## src/rtl/sreg_pkg.sv

```systemverilog
// Shared types for the scalar register-file request sequencer.
// Pure declarations; no logic and no latency of its own.
// No flow control; used by sreg_req_fifo and sreg_seq.
package sreg_pkg;

  // Default widths of the request payload carried through the FIFO
  localparam int SREG_ADDR_W = 3;
  localparam int SREG_DATA_W = 16;

  // Request opcodes as they appear on ReqOp
  typedef enum logic [1:0] {
    OP_RD  = 2'b00,
    OP_WR  = 2'b01,
    OP_WRL = 2'b10,
    OP_WRH = 2'b11
  } op_t;

  // Register-file access phases
  typedef enum logic [2:0] {
    IDLE   = 3'd0,
    SETUP  = 3'd1,
    STROBE = 3'd2,
    HOLD   = 3'd3,
    RESP   = 3'd4
  } state_t;

  // One queued request
  typedef struct packed {
    op_t                    op;
    logic [SREG_ADDR_W-1:0] addr;
    logic [SREG_DATA_W-1:0] data;
  } req_t;

endpackage

```

## src/rtl/sreg_if.sv

```systemverilog
// Bundle of request/response handshakes and register-file pins around sreg_seq.
// Wires only; no latency.
// ReqValid/ReqReady and RspValid/RspReady carry the backpressure.
interface sreg_if #(
  parameter int ADDR_W = 3,
  parameter int DATA_W = 16
);
  logic              ReqValid;
  logic              ReqReady;
  logic [1:0]        ReqOp;
  logic [ADDR_W-1:0] ReqAddr;
  logic [DATA_W-1:0] ReqData;
  logic              RspValid;
  logic              RspReady;
  logic [DATA_W-1:0] RspData;
  logic              Busy;
  logic [ADDR_W-1:0] Addr;
  logic [DATA_W-1:0] DataIn;
  logic              RD;
  logic              WR;
  logic              WR_l;
  logic              WR_h;
  logic [DATA_W-1:0] DataOut;

  // Sequencer side
  modport slave (
    input  ReqValid, ReqOp, ReqAddr, ReqData, RspReady, DataOut,
    output ReqReady, RspValid, RspData, Busy, Addr, DataIn, RD, WR, WR_l, WR_h
  );

  // Execute stage plus register file side
  modport master (
    output ReqValid, ReqOp, ReqAddr, ReqData, RspReady, DataOut,
    input  ReqReady, RspValid, RspData, Busy, Addr, DataIn, RD, WR, WR_l, WR_h
  );
endinterface

```

## src/rtl/sreg_req_fifo.sv

```systemverilog
// Small circular request FIFO with head peek (and head+1 peek / dual pop when SREG_HALF_MERGE_EN).
// Zero-latency head view; an entry pushed at an edge is visible at head after that edge.
// Caller must not push when full or pop past count; simultaneous push and pop keeps count.
module sreg_req_fifo
  import sreg_pkg::*;
#(
  parameter int DEPTH = 2
) (
  input  logic                   clk,
  input  logic                   rst,
  input  logic                   push,
  input  req_t                   push_dat,
  input  logic                   pop,
`ifdef SREG_HALF_MERGE_EN
  input  logic                   pop2,
  output req_t                   nxt,
`endif
  output logic [$clog2(DEPTH):0] count,
  output req_t                   head
);
  localparam int PW = $clog2(DEPTH);

  req_t          mem [DEPTH];
  logic [PW-1:0] rd_ptr;
  logic [PW-1:0] wr_ptr;
  logic [PW:0]   pop_n;

  assign head = mem[rd_ptr];

  // Number of entries leaving this cycle
`ifdef SREG_HALF_MERGE_EN
  assign nxt   = mem[rd_ptr + PW'(1)];
  assign pop_n = pop2 ? (PW+1)'(2) : (pop ? (PW+1)'(1) : '0);
`else
  assign pop_n = pop ? (PW+1)'(1) : '0;
`endif

  // Storage array; contents need no reset since count gates visibility
  always_ff @(posedge clk) begin
    if (push) mem[wr_ptr] <= push_dat;
  end

  // Pointers and occupancy; pointers wrap naturally because DEPTH is a power of two
  always_ff @(posedge clk) begin
    if (rst) begin
      rd_ptr <= '0;
      wr_ptr <= '0;
      count  <= '0;
    end else begin
      if (push) wr_ptr <= wr_ptr + PW'(1);
      rd_ptr <= rd_ptr + PW'(pop_n);
      count  <= count + {{PW{1'b0}}, push} - pop_n;
    end
  end
endmodule

```

## src/rtl/sreg_seq.sv

```systemverilog
// Sequencer feeding the scalar register file: queues requests and drives Addr/DataIn/strobes; SREG_HALF_MERGE_EN fuses write-low+write-high.
// Accept to strobe 3 cycles, read response 5 cycles after accept; back-to-back writes strobe every 3 cycles.
// ReqReady drops when the FIFO is full; RESP holds until RspReady, stalling the queue behind it.
module sreg_seq
  import sreg_pkg::*;
#(
  parameter int DEPTH  = 2,
  parameter int ADDR_W = SREG_ADDR_W,
  parameter int DATA_W = SREG_DATA_W
) (
  input logic  Clk,
  input logic  Rst,
  sreg_if.slave bus
);
  localparam int CW = $clog2(DEPTH) + 1;

  logic [CW-1:0]     count;
  logic              fifo_ne;
  logic              push;
  logic              pop;
  logic              merge_ok;
  req_t              push_req;
  req_t              head;
  state_t            state_q;
  state_t            state_d;
  op_t               op_q;
  op_t               load_op;
  logic [ADDR_W-1:0] addr_q;
  logic [DATA_W-1:0] data_q;
  logic [DATA_W-1:0] load_data;
  logic [DATA_W-1:0] rsp_data_q;
  logic              rsp_vld_q;
  logic              rd_q;
  logic              wr_q;
  logic              wrl_q;
  logic              wrh_q;

  assign fifo_ne  = (count != '0);
  assign bus.ReqReady = !Rst && (count < CW'(DEPTH));
  assign push     = bus.ReqValid && bus.ReqReady;
  assign push_req = '{op: op_t'(bus.ReqOp), addr: bus.ReqAddr, data: bus.ReqData};

`ifdef SREG_HALF_MERGE_EN
  req_t nxt;

  // Low half followed by high half of the same register can go out as one full write
  assign merge_ok = (count >= CW'(2)) && (head.op == OP_WRL) &&
                    (nxt.op == OP_WRH) && (nxt.addr == head.addr);

  sreg_req_fifo #(.DEPTH(DEPTH)) u_fifo (
    .clk(Clk), .rst(Rst), .push(push), .push_dat(push_req), .pop(pop),
    .pop2(pop && merge_ok), .nxt(nxt), .count(count), .head(head)
  );

  // Opcode/data latched at pop, fused when merging
  always_comb begin
    load_op   = head.op;
    load_data = head.data;
    if (merge_ok) begin
      load_op   = OP_WR;
      load_data = {nxt.data[DATA_W-1:DATA_W/2], head.data[DATA_W/2-1:0]};
    end
  end
`else
  assign merge_ok = 1'b0;

  sreg_req_fifo #(.DEPTH(DEPTH)) u_fifo (
    .clk(Clk), .rst(Rst), .push(push), .push_dat(push_req), .pop(pop),
    .count(count), .head(head)
  );

  // Opcode/data latched at pop
  always_comb begin
    load_op   = head.op;
    load_data = head.data;
  end
`endif

  // Next-state and pop decision; every pop point enters SETUP
  always_comb begin
    state_d = state_q;
    pop     = 1'b0;
    case (state_q)
      IDLE: begin
        if (fifo_ne) begin
          pop     = 1'b1;
          state_d = SETUP;
        end
      end
      SETUP:  state_d = STROBE;
      STROBE: state_d = HOLD;
      HOLD: begin
        if (op_q == OP_RD) begin
          state_d = RESP;
        end else if (fifo_ne) begin
          pop     = 1'b1;
          state_d = SETUP;
        end else begin
          state_d = IDLE;
        end
      end
      RESP: begin
        if (bus.RspReady) begin
          if (fifo_ne) begin
            pop     = 1'b1;
            state_d = SETUP;
          end else begin
            state_d = IDLE;
          end
        end
      end
      default: state_d = IDLE;
    endcase
  end

  // State, operand registers and registered strobes so the register file sees glitch-free levels
  always_ff @(posedge Clk) begin
    if (Rst) begin
      state_q    <= IDLE;
      op_q       <= OP_RD;
      addr_q     <= '0;
      data_q     <= '0;
      rsp_data_q <= '0;
      rsp_vld_q  <= 1'b0;
      rd_q       <= 1'b0;
      wr_q       <= 1'b0;
      wrl_q      <= 1'b0;
      wrh_q      <= 1'b0;
    end else begin
      state_q <= state_d;
      if (pop) begin
        op_q   <= load_op;
        addr_q <= head.addr;
        data_q <= load_data;
      end
      if (state_q == HOLD && op_q == OP_RD) rsp_data_q <= bus.DataOut;
      rsp_vld_q <= (state_d == RESP);
      rd_q      <= (state_d == STROBE) && (op_q == OP_RD);
      wr_q      <= (state_d == STROBE) && (op_q == OP_WR);
      wrl_q     <= (state_d == STROBE) && (op_q == OP_WRL);
      wrh_q     <= (state_d == STROBE) && (op_q == OP_WRH);
    end
  end

  assign bus.Addr     = addr_q;
  assign bus.DataIn   = data_q;
  assign bus.RD       = rd_q;
  assign bus.WR       = wr_q;
  assign bus.WR_l     = wrl_q;
  assign bus.WR_h     = wrh_q;
  assign bus.RspValid = rsp_vld_q;
  assign bus.RspData  = rsp_data_q;
  assign bus.Busy     = !Rst && (push || fifo_ne || (state_q != IDLE));
endmodule

```

## src/flat_wrapper.sv

```systemverilog
// flat-port wrapper written by rule: the top's interface ports become plain ports
module sreg_seq_flat import sreg_pkg::*;
#(
  parameter int DEPTH  = 2,
  parameter int ADDR_W = SREG_ADDR_W,
  parameter int DATA_W = SREG_DATA_W
)
  (Clk, Rst, bus_ReqValid, bus_ReqOp, bus_ReqAddr, bus_ReqData, bus_RspReady, bus_DataOut, bus_ReqReady, bus_RspValid, bus_RspData, bus_Busy, bus_Addr, bus_DataIn, bus_RD, bus_WR, bus_WR_l, bus_WR_h);
  sreg_if #(.ADDR_W(ADDR_W), .DATA_W(DATA_W)) bus_i ();
  input logic Clk;
  input logic Rst;
  input wire logic [$bits(bus_i.ReqValid)-1:0] bus_ReqValid;
  input wire logic [$bits(bus_i.ReqOp)-1:0] bus_ReqOp;
  input wire logic [$bits(bus_i.ReqAddr)-1:0] bus_ReqAddr;
  input wire logic [$bits(bus_i.ReqData)-1:0] bus_ReqData;
  input wire logic [$bits(bus_i.RspReady)-1:0] bus_RspReady;
  input wire logic [$bits(bus_i.DataOut)-1:0] bus_DataOut;
  output wire logic [$bits(bus_i.ReqReady)-1:0] bus_ReqReady;
  output wire logic [$bits(bus_i.RspValid)-1:0] bus_RspValid;
  output wire logic [$bits(bus_i.RspData)-1:0] bus_RspData;
  output wire logic [$bits(bus_i.Busy)-1:0] bus_Busy;
  output wire logic [$bits(bus_i.Addr)-1:0] bus_Addr;
  output wire logic [$bits(bus_i.DataIn)-1:0] bus_DataIn;
  output wire logic [$bits(bus_i.RD)-1:0] bus_RD;
  output wire logic [$bits(bus_i.WR)-1:0] bus_WR;
  output wire logic [$bits(bus_i.WR_l)-1:0] bus_WR_l;
  output wire logic [$bits(bus_i.WR_h)-1:0] bus_WR_h;
  assign bus_i.ReqValid = bus_ReqValid;
  assign bus_i.ReqOp = bus_ReqOp;
  assign bus_i.ReqAddr = bus_ReqAddr;
  assign bus_i.ReqData = bus_ReqData;
  assign bus_i.RspReady = bus_RspReady;
  assign bus_i.DataOut = bus_DataOut;
  assign bus_ReqReady = bus_i.ReqReady;
  assign bus_RspValid = bus_i.RspValid;
  assign bus_RspData = bus_i.RspData;
  assign bus_Busy = bus_i.Busy;
  assign bus_Addr = bus_i.Addr;
  assign bus_DataIn = bus_i.DataIn;
  assign bus_RD = bus_i.RD;
  assign bus_WR = bus_i.WR;
  assign bus_WR_l = bus_i.WR_l;
  assign bus_WR_h = bus_i.WR_h;
  sreg_seq #(.DEPTH(DEPTH), .ADDR_W(ADDR_W), .DATA_W(DATA_W)) u_core (.Clk(Clk), .Rst(Rst), .bus(bus_i));
endmodule
```

## config.mk

```make
export PLATFORM = sky130hd
export DESIGN_NAME = sreg_seq_flat
export DESIGN_NICKNAME = d
export VERILOG_FILES = /design/src/rtl/sreg_pkg.sv /design/src/rtl/sreg_if.sv /design/src/rtl/sreg_req_fifo.sv /design/src/rtl/sreg_seq.sv /design/src/flat_wrapper.sv
export SDC_FILE = /design/constraint.sdc
export NUM_CORES = 1
export LEC_CHECK = 0
export ABC_AREA = 1
export CORE_MARGIN = 2
export CORE_UTILIZATION = 45
export CTS_CLUSTER_DIAMETER = 120
export DETAILED_ROUTE_END_ITERATION = 10
export GPL_TIMING_DRIVEN = 0
export PLACE_DENSITY_LB_ADDON = 0.25
export SLEW_MARGIN = 20
export SYNTH_ARGS = -nofsm -noshare
export SYNTH_HDL_FRONTEND = slang
export SYNTH_SLANG_ARGS = --single-unit
```

## constraint.sdc

```tcl
create_clock -name Clk -period 2 [get_ports Clk]
set_input_delay 0.4 -clock Clk [delete_from_list [all_inputs] [get_ports Clk]]
set_output_delay 0.4 -clock Clk [all_outputs]
set_load 0.02 [all_outputs]
```

-- After elaboration in Yosys (flattened, before gate mapping)
Memory sizes are Yosys's and may differ from the RTL's. A register that Yosys moved wholly into a read port is not among the register bits.
Cells that the tools add are included.
- register bits after elaboration: 28
- memories: 1
- output and inout bits: 42
- RAM bits: 42
- input bits: 41
- equal/unequal tests: 9
- order comparisons: 1
- mux-type cells: 12
- reduce and logical (&&, ||, !) cells: 15
- add/subtract/negate cells: 4
- memories (name ; words ; width ; rd ports ; clocked after memory_dff ; wr ports ; line ; RTL):
    u_core.u_fifo.mem ; 2 ; 21 ; 1 ; 1 ; 1 ; sreg_req_fifo.sv:23 ; req_t mem [DEPTH];
- operators by type and width (kind ; number):
    case mux 3 bit (5 select lines) ; 1
    == test 3 x 2 -> 1 bit (second input constant) ; 3
    two-way mux 3 bit ; 3
    logical AND 1 bit ; 8
    two-way mux 1 bit ; 7
    == test 3 bit (second input constant) ; 2
    == test 2 bit (second input constant) ; 2
    == test 3 x 1 -> 1 bit (second input constant) ; 1
    logical NOT 3 bit ; 1
    case mux 1 bit (3 select lines) ; 1
    nonzero test 3 bit ; 1
    adder 2 x 1 -> 2 bit ; 1
    == test 2 x 1 -> 1 bit (second input constant) ; 1
    logical NOT 2 bit ; 1
    logical OR 1 bit ; 2
    < comparator 2 bit (second input constant) ; 1
    nonzero test 2 bit ; 1
    subtractor 2 x 1 -> 2 bit ; 1
    adder 1 bit ; 1
    adder 1 bit (second input constant) ; 1
    logical NOT 1 bit ; 1

-- Depth between registers and ports, before layout
Gate-level depths: netlist of run 1.
- word-level depth: 6
- depth in mapped cells: 11

-- Modules after synthesis
Synthesis of run 1 repeated with hierarchy kept, for this count alone.
- cell total of the unflattened synthesis: 343
- area total of the unflattened synthesis: 3559.7 um2
- by module, submodules not included (module ; sequential area each (um2) ; area an instance (um2) ; times used ; cells each):
    sreg_seq ; 900.9 ; 1850.5 ; 1 ; 252
    sreg_req_fifo ; 1341.3 ; 1709.1 ; 1 ; 91

-- Worst setup path before layout of run 1
OpenSTA, ideal clock, no wires.
- kind: input to register
- start: input Rst
- end: memory u_core.u_fifo.mem[1][0] (netlist bit), enable pin
- arrival time: 1.911 ns
- cell stages on the path: 3
- setup time: 0.400 ns
- slack: -0.311 ns
- cells stage by stage: nor2_1 nand2_1 nor2_1
- word-level cells in the longest chain between the ends: 5
- RTL lines (element ; line ; RTL):
    from (decl) ; flat_wrapper.sv:11 ; input logic Rst;
    logical NOT 1 bit ; sreg_seq.sv:39 ; assign bus.ReqReady = !Rst && (count < CW'(DEPTH));
    logical AND 1 bit ; sreg_seq.sv:39 ;
    logical AND 1 bit ; sreg_seq.sv:40 ; assign push = bus.ReqValid && bus.ReqReady;
    two-way mux 1 bit ; sreg_req_fifo.sv:40 ; if (push) mem[wr_ptr] <= push_dat;
    two-way mux 1 bit (implied by the code) ; sreg_req_fifo.sv:40 ;
    to (decl) ; sreg_req_fifo.sv:23 ;
Every way passes these cells.

-- Worst setup path in the final report of run 1
- start: register u_core.state_q[1]
- end: register u_core.u_fifo.count[1]
- word-level cells in the longest chain between the ends: 4
- RTL lines (element ; line ; RTL):
    from (decl) ; sreg_seq.sv:24 ; state_t state_q;
    from (signal assigned) ; sreg_seq.sv:130 ; state_q <= state_d;
    == test 3 bit (tied with other cells) ; sreg_seq.sv:83 ; case (state_q)
    case mux 1 bit (3 select lines) (*) ; sreg_seq.sv:83 ;
    named net u_core.pop ; sreg_seq.sv:20 ; logic pop;
    two-way mux 1 bit (*) ; sreg_req_fifo.sv:35 ; assign pop_n = pop ? (PW+1)'(1) : '0;
    subtractor 2 x 1 -> 2 bit (*) ; sreg_req_fifo.sv:52 ; count <= count + {{PW{1'b0}}, push} - pop_n;
    to (signal assigned) ; sreg_req_fifo.sv:52 ;
    to (decl) ; sreg_req_fifo.sv:18 ; output logic [$clog2(DEPTH):0] count,
Mark *: on every way through the listed nets, which the timed path passes. The rest lies on a longest branch.
A chain may end at the register's enable or synchronous reset.

==> flow_metrics.py, run 1 <==
metrics = {
    "clock_network": {
        "clk_pin_slew_ps": 90,
        "root_buffer": "clkbuf_8",
        "cts_tree": "yes",
        "numClockSinks": 91,
        "numCtsBuffers": 9,
        "h-tree-depth": 3,
        "clock_path_buffers": 2,
        "clkLatencyLatePin_ps": 350,
    },
    "layout": {
        "area_delta_synth_final_pct": 34.5,
        "fillers": 648,
        "n_antenna_cell": 0,
        "layoutNonFillerInstCount": 583,
        "nets": 519,
        "drive_above_1_share_pct": 9.56,
    },
    "sta": {
        "grt_setup_unrepaired": "no",
        "fin_hold_ws_ps": 410,
        "fmax_mhz": 553,
        "min_period_over_period_pct": 90.5,
        "layout_setup_ws_ps": 190,
        "fin_crit_ps": 1810,
        "setup_viol": 0,
        "finClkSkew_ps": 9.87,
        "final.setup.tns_ps": 0,
        "hold_violations": 0,
        "slew-limit-headroom_pct": 54.9,
        "tightest_slew_ps": 676,
        "slew_violations": 0,
    },
    "setup_path": {
        "critPathRequiredTime_ps": 2290,
        "path_cells": "nor2_2, o211ai_4, buf_6, nand2_1, ha_1, inv_1, ha_1, xor2_1, o21ai_0, a21oi_1",
        "cp-start-kind": "flop",
        "critical-path-max-stage-delay_ps": 350,
        "cp.arrival_ps": 2100,
        "crit_fanout": 5,
        "crit_path_end_kind": "flop",
        "crit_type": "flop to flop",
        "critPathBufInv": 2,
        "cp_slowest_cell": "dfxtp_1",
        "cp_top_family": "adder cells",
        "path_common_cell": "ha_1",
    },
    "global_routing": {
        "grt_overflow": 0,
        "grtUsageTotal_pct": 18.1,
        "use_met1_pct": 22.9,
        "busiest_layer": "met2",
        "grt_max_degree": 23,
        "met3_usage_pct": 4.31,
        "grt_pass1_wl_um": 12000,
        "grt_pass1_vias": 2597,
        "antenna_found_initial": 0,
        "globalRouteMet2Util_pct": 30.0,
    },
    "synthesis": {
        "synthAdderAreaFrac_pct": 0.707,
        "synth_mux_area_share_pct": 0,
        "syn_area_um2": 3540,
        "synth_cell_type_count": 26,
        "synthSimpleGateAreaFrac_pct": 22.0,
        "avgSynthCellArea_um2": 9.36,
        "synthFlopType": "dfxtp_1",
        "syn-num-nets": 421,
        "synth-warning-count": 0,
        "syn-instance-count": 378,
        "postSynth.asyncResetShare_pct": 0,
        "synth_top_family_by_area": "simple AND/OR/NAND/NOR gates",
        "ys_ff_latch": 91,
        "synth-edff-count": 42,
        "ys_seq_area_share_pct": 63.4,
        "synth_xor_area_share_pct": 0.248,
        "synth_compound_area_share_pct": 7.22,
    },
    "placement": {
        "portBuffers": 82,
        "pre_cts_slack_ps": -592,
        "hpwl_um": 5060,
        "gp_congestion": 0.775,
        "placed_cells": 562,
    },
    "routing": {
        "drt_iter0_drc": 121,
        "drtAntennaViolNets": 0,
        "drc_errors": 0,
        "drt_wl_total_um": 7450,
        "via_count": 2803,
        "routed_via_density": 4.81,
        "wl_per_cell_um": 12.8,
        "first_pass_iters": 4,
    },
    "power": {
        "power_leakage_nw": 1.94,
        "p_per_area_nw_per_um2": 1310,
        "ir_drop_mv": 0.536,
    },
    "run_status": {
        "outcome": "completed",
    },
    "die": {
        "rows": 32,
        "die-width_um": 92.7,
        "core_area_um2": 7690,
        "io_pins": 83,
        "die_area_um2": 8590,
        "initial_core_util_pct": 46.0,
        "fp.dieH_um": 92.7,
    },
    "worst_hold_path": {
        "hp-class": "input port to flop",
    },
    "flow_run": {
        "cap_violations": 0,
    },
}
## what timing repair did
action                                  in CTS  in global routing
hold buffers                                 0                  0
endpoints found under the setup margin       4                  2
setup buffers                                1                  5
gates resized for setup                      8                  9
pin swaps                                    2                  3
## flip-flops by register name, indices dropped and copies added, names as in the netlist, 2 cells and up
name and flops:
u_core.u_fifo.mem 42, u_core.bus.Addr 3, u_core.bus.DataIn 16, u_core.op_q 2
u_core.bus.RspData 16, u_core.u_fifo.count 2, u_core.state_q 3
## cells in the mapped netlist, types with 2 or more instances
master,instances,share of area (%)
edfxtp_1,42,36
nand3b_1,2,0.42
nor2_1,61,6.5
o21ai_0,11,1.6
o21ai_1,8,1.1
buf_2,4,0.57
buf_6,4,1.3
inv_2,2,0.21
nor4_1,3,0.53
nand3_1,23,3.3
nor3_1,3,0.42
inv_1,29,3.1
clkbuf_1,9,0.96
nand2_1,91,9.7
ha_1,2,0.71
a21oi_1,26,3.7
dfxtp_1,49,28
## cells by family (layout without fill, tap and decap cells)
family / Yosys count / in the layout
xor gates and xnor gates: 1 / 1
and+or+nand+nor: 187 / 187
AOI/OAI and AO/OA: 47 / 47
adders and majority gates: 2 / 2
buffers and inverters: 50 / 153
DFF: 91 / 91
## final cells by class
cell class | instances | area, um2 | area share, %
Sequential cell | 91 | 2240 | 47.2
Multi-Input combinational cell | 237 | 1100 | 23.2
Timing Repair Buffer | 88 | 867 | 18.2
Tap cell | 102 | 128 | 2.68
Clock buffer | 9 | 124 | 2.60
Inverter | 31 | 116 | 2.45
Buffer | 18 | 108 | 2.26
Clock inverter | 7 | 67.6 | 1.42
## per-layer routing
metal	vias to the layer above	wire (um)
met3	13	446
met4	0	142
met5	-	0
met1	1279	3330
met2	90	3530
li1	1421	-
## worst paths after layout
| kind | depth (start not counted) | end | slack [ps] | from |
|---|---|---|---|---|
| worst max register to register | 10 | u_core.u_fifo.count[1]$_SDFF_PP0_ | 190 | u_core.state_q[1]$_SDFF_PP0_ |
| worst min-delay path | 2 | u_core.bus.WR$_SDFF_PP0_ | 410 | Rst |
| worst min register to register | 1 | u_core.bus.WR_l$_SDFF_PP0_ | 420 | u_core.op_q[0]$_SDFFE_PP0P_ |
| worst max-delay path | 10 | u_core.u_fifo.count[1]$_SDFF_PP0_ | 190 | u_core.state_q[1]$_SDFF_PP0_ |
## power breakdown
group	switching [W]	internal [W]	total, W
logic	0.00148	0.00108	0.00256
clock network	0.000627	0.000573	0.00120
registers	0.000192	0.00230	0.00249
## stage by stage
step           power (W)  utilization [%]  area [um2]
2_1_floorplan    0.00412                -        3540
3_3_place_gp     0.00495             58.4        4490
3_5_place_dp     0.00501             58.5        4500
4_1_cts          0.00623             61.1        4690
5_1_grt          0.00670             61.9        4760
6_report         0.00624             61.9        4760
## layout by cell type, fill, tap and decap left out, types with 2 or more instances in the layout
| master | netlist | layout |
|---|---|---|
| clkinv_2 | 0 | 2 |
| a21oi_1 | 26 | 26 |
| nand2_1 | 91 | 89 |
| inv_2 | 2 | 2 |
| nor2_4 | 1 | 4 |
| dlymetal6s2s_1 | 0 | 2 |
| dfxtp_2 | 0 | 2 |
| dfxtp_1 | 49 | 47 |
| clkinvlp_4 | 0 | 2 |
| o21ai_0 | 11 | 11 |
| nand3_1 | 23 | 23 |
| nor2_1 | 61 | 58 |
| clkbuf_1 | 9 | 8 |
| inv_1 | 29 | 29 |
| ha_1 | 2 | 2 |
| edfxtp_1 | 42 | 42 |
| nand3b_1 | 2 | 2 |
| buf_6 | 4 | 4 |
| clkbuf_8 | 0 | 9 |
| nor3_1 | 3 | 3 |
| buf_2 | 4 | 4 |
| o21ai_1 | 8 | 8 |
| clkdlybuf4s50_1 | 0 | 78 |
| nor4_1 | 3 | 3 |
| buf_4 | 1 | 8 |
No activity file was read; power rests on OpenSTA's default activity.
==> run 2: changes to the inputs <==
Settings changed: ABC_AREA 1 to unset, CORE_UTILIZATION 45 to 56, DONT_BUFFER_PORTS set to 1.
==> flow_metrics.py, run 2 <==
metrics = {
    "sta": {
        "grt_setup_unrepaired": "no",
        "fmax_mhz": 535,
        "fin_crit_ps": 1870,
        "slew-limit-headroom_pct": 57.9,
        "slew_violations": 0,
        "layout_setup_ws_ps": 130,
        "hold_violations": 0,
        "setup_viol": 0,
        "finClkSkew_ps": 8.13,
        "min_period_over_period_pct": 93.5,
        "tightest_slew_ps": 630,
    },
    "synthesis": {
        "ys_top_cells_by_count": "49 x dfxtp_1, 42 x edfxtp_1, 34 x nor2_1",
        "synth_cell_type_count": 33,
        "avgSynthCellArea_um2": 12.5,
        "synthFlopType": "dfxtp_1",
        "synthTopCellsByArea": "edfxtp_1 35%, dfxtp_1 27%, mux2_4 7.9%, mux2i_1 5.8%, nor2b_1 4.3%",
        "netlist.top_cell.by_area": "edfxtp_1",
        "syn-instance-count": 290,
        "synth_most_common_cell": "dfxtp_1",
        "ys_seq_area_share_pct": 62.1,
        "postSynth.asyncResetShare_pct": 0,
        "syn-num-nets": 333,
        "synth_top_area_share_pct": 34.9,
        "synth-edff-count": 42,
        "ys_ff_latch": 91,
        "syn_area_um2": 3610,
        "synth-warning-count": 0,
    },
    "setup_path": {
        "critPathRequiredTime_ps": 2220,
        "path_cells": "clkbuf_1, clkbuf_1, nor2_4, nand2_1, ha_1, inv_1, ha_1, nor2b_1",
        "cp.depth": 8,
        "crit_path_end_kind": "flop",
        "cp_top_family": "buffers and inverters",
        "reg2reg_from": "u_core.state_q[1]$_SDFF_PP0_",
        "cp_slowest_cell": "clkbuf_1",
        "crit_type": "input port to flop",
        "critical-path-max-stage-delay_ps": 490,
        "critPathBufInv": 3,
        "rrSetupSlack_ps": 170,
        "cp.arrival_ps": 2090,
        "endpoint": "u_core.u_fifo.count[0]$_SDFF_PP0_",
        "reg2regPathDepth": 8,
        "crit_fanout": 10,
        "r2r-end": "u_core.u_fifo.count[0]$_SDFF_PP0_",
        "startpoint": "Rst",
        "cp-start-kind": "input port",
    },
    "clock_network": {
        "h-tree-depth": 3,
        "clock_path_buffers": 2,
        "root_buffer": "clkbuf_8",
        "cts_tree": "yes",
        "clk_pin_slew_ps": 90,
        "clkLatencyLatePin_ps": 340,
        "numCtsBuffers": 9,
        "numClockSinks": 91,
    },
    "flow_run": {
        "cap_violations": 0,
    },
    "power": {
        "switchingPower_w": 0.00167,
        "p_per_area_nw_per_um2": 1370,
        "swShare_pct": 30.6,
        "power_frac_comb_pct": 25.0,
        "total_power_w": 0.00546,
        "ir_drop_mv": 0.776,
        "internal-power_w": 0.00379,
        "power_leakage_nw": 1.47,
        "p_seq_share_pct": 48.2,
        "p_clk_share_pct": 26.8,
    },
    "global_routing": {
        "globalRouteMet2Util_pct": 33.5,
        "grt_overflow": 0,
        "busiest_layer": "met2",
        "antenna_found_initial": 0,
        "met3_usage_pct": 7.08,
        "grt_pass1_vias": 2222,
        "use_met1_pct": 19.5,
        "grt_pass1_wl_um": 10300,
        "grt_max_degree": 22,
        "grtUsageTotal_pct": 18.5,
    },
    "die": {
        "core_area_um2": 6280,
        "die-width_um": 84.3,
        "rows": 29,
        "initial_core_util_pct": 57.5,
        "fp.dieH_um": 84.3,
        "die_area_um2": 7110,
        "io_pins": 83,
    },
    "layout": {
        "largest-register": "u_core.u_fifo.mem",
        "fillers": 488,
        "mostFrequentLayoutCells": "48 x dfxtp_1, 42 x edfxtp_1, 32 x nor2_1",
        "nets": 347,
        "fin_area_um2": 3990,
        "n_antenna_cell": 0,
        "final_common_cell": "dfxtp_1",
        "drive_above_1_share_pct": 17.2,
        "largest_register_ffs": 42,
        "area_delta_synth_final_pct": 10.5,
    },
    "run_status": {
        "outcome": "completed",
    },
    "routing": {
        "drtAntennaViolNets": 0,
        "drt_iter0_drc": 66,
        "drt_wl_total_um": 6360,
        "via_count": 2157,
        "wl_per_cell_um": 16.5,
        "first_pass_iters": 4,
        "drc_errors": 0,
        "routed_via_density": 5.59,
    },
    "placement": {
        "hpwl_um": 4360,
        "gp_congestion": 0.736,
        "placed_cell_area_um2": 3720,
        "pre_cts_slack_ps": -269,
        "portBuffers": 0,
    },
    "worst_hold_path": {
        "hp-class": "input port to flop",
    },
}
-- run 2: logic make-up after synthesis --
kind of cell               count (synthesis)  share of synthesized area [%]
and+or+nand+nor                           90                           12.6
xor gates and xnor gates                   4                          0.970
muxes                                     43                           14.7
DFF                                       91                           62.1
AOI/OAI and AO/OA                         38                           5.99
adders and majority gates                  2                          0.693
buffers and inverters                     22                           3.01
-- run 2: how the worst min path moves through the flow --
stage,startpoint,endpoint,cells past startpoint
6_report,bus_ReqAddr[0],u_core.u_fifo.mem[0][16]$_DFFE_PP_,0
5_1_grt,bus_ReqData[14],u_core.u_fifo.mem[0][14]$_DFFE_PP_,0
4_1_cts,bus_ReqData[12],u_core.u_fifo.mem[0][12]$_DFFE_PP_,0
3_5_place_dp,u_core.op_q[1]$_SDFFE_PP0P_,u_core.bus.WR$_SDFF_PP0_,1
3_3_place_gp,u_core.op_q[1]$_SDFFE_PP0P_,u_core.bus.WR$_SDFF_PP0_,1
2_1_floorplan,u_core.op_q[1]$_SDFFE_PP0P_,u_core.bus.WR$_SDFF_PP0_,1
-- run 2: what timing repair did --
action,4_1_cts,5_1_grt
endpoints found under the setup margin,2,2
hold buffers,0,0
gates resized for setup,2,0
setup buffers,2,2
hold endpoints to repair,0,0
pin swaps,1,1
-- run 2: layer usage --
| metal | vias up | part of all wire (%) |
|---|---|---|
| met1 | 1038 | 39 |
| met4 | 0 | 0.96 |
| met5 | - | 0 |
| met2 | 68 | 51 |
| met3 | 6 | 8.6 |
| li1 | 1045 | - |
-- run 2: worst register-to-register path: stages, from the launching register on --
cell and delay, ps:
dfxtp_1 310, buf_6 130, or2_0 240, o32a_4 340, inv_1 60, ha_1 220
inv_1 60, ha_1 220, nor2b_1 130
-- run 2: metrics by stage --
stage	cells	hold slack, ps	setup TNS, ps	util [%]
CTS	384	132	0	63.3
detailed placement	367	497	-8600	59.3
finish	386	146	0	63.5
global placement	367	496	-8910	59.3
floorplan	290	447	0	-
global route	386	124	0	63.5
-- run 2: power groups by stage --
stage               registers (W)  clock network (W)  logic, W
floorplan                 0.00261                  0   0.00113
global placement          0.00267                  0   0.00130
detailed placement        0.00267                  0   0.00133
CTS                       0.00264            0.00148   0.00134
global route              0.00267            0.00155   0.00149
finish                    0.00263            0.00146   0.00137
-- run 2: cell type report --
type	instances	area, um2	share of cell area (%)
sequential	91	2240	56.2
multi-input combinational	177	1280	32.1
clock buffer	11	141	3.54
clock inverter	5	101	2.54
tap	77	96.3	2.42
buffer	19	90.1	2.26
timing repair buffer	4	30.0	0.753
inverter	2	7.51	0.188
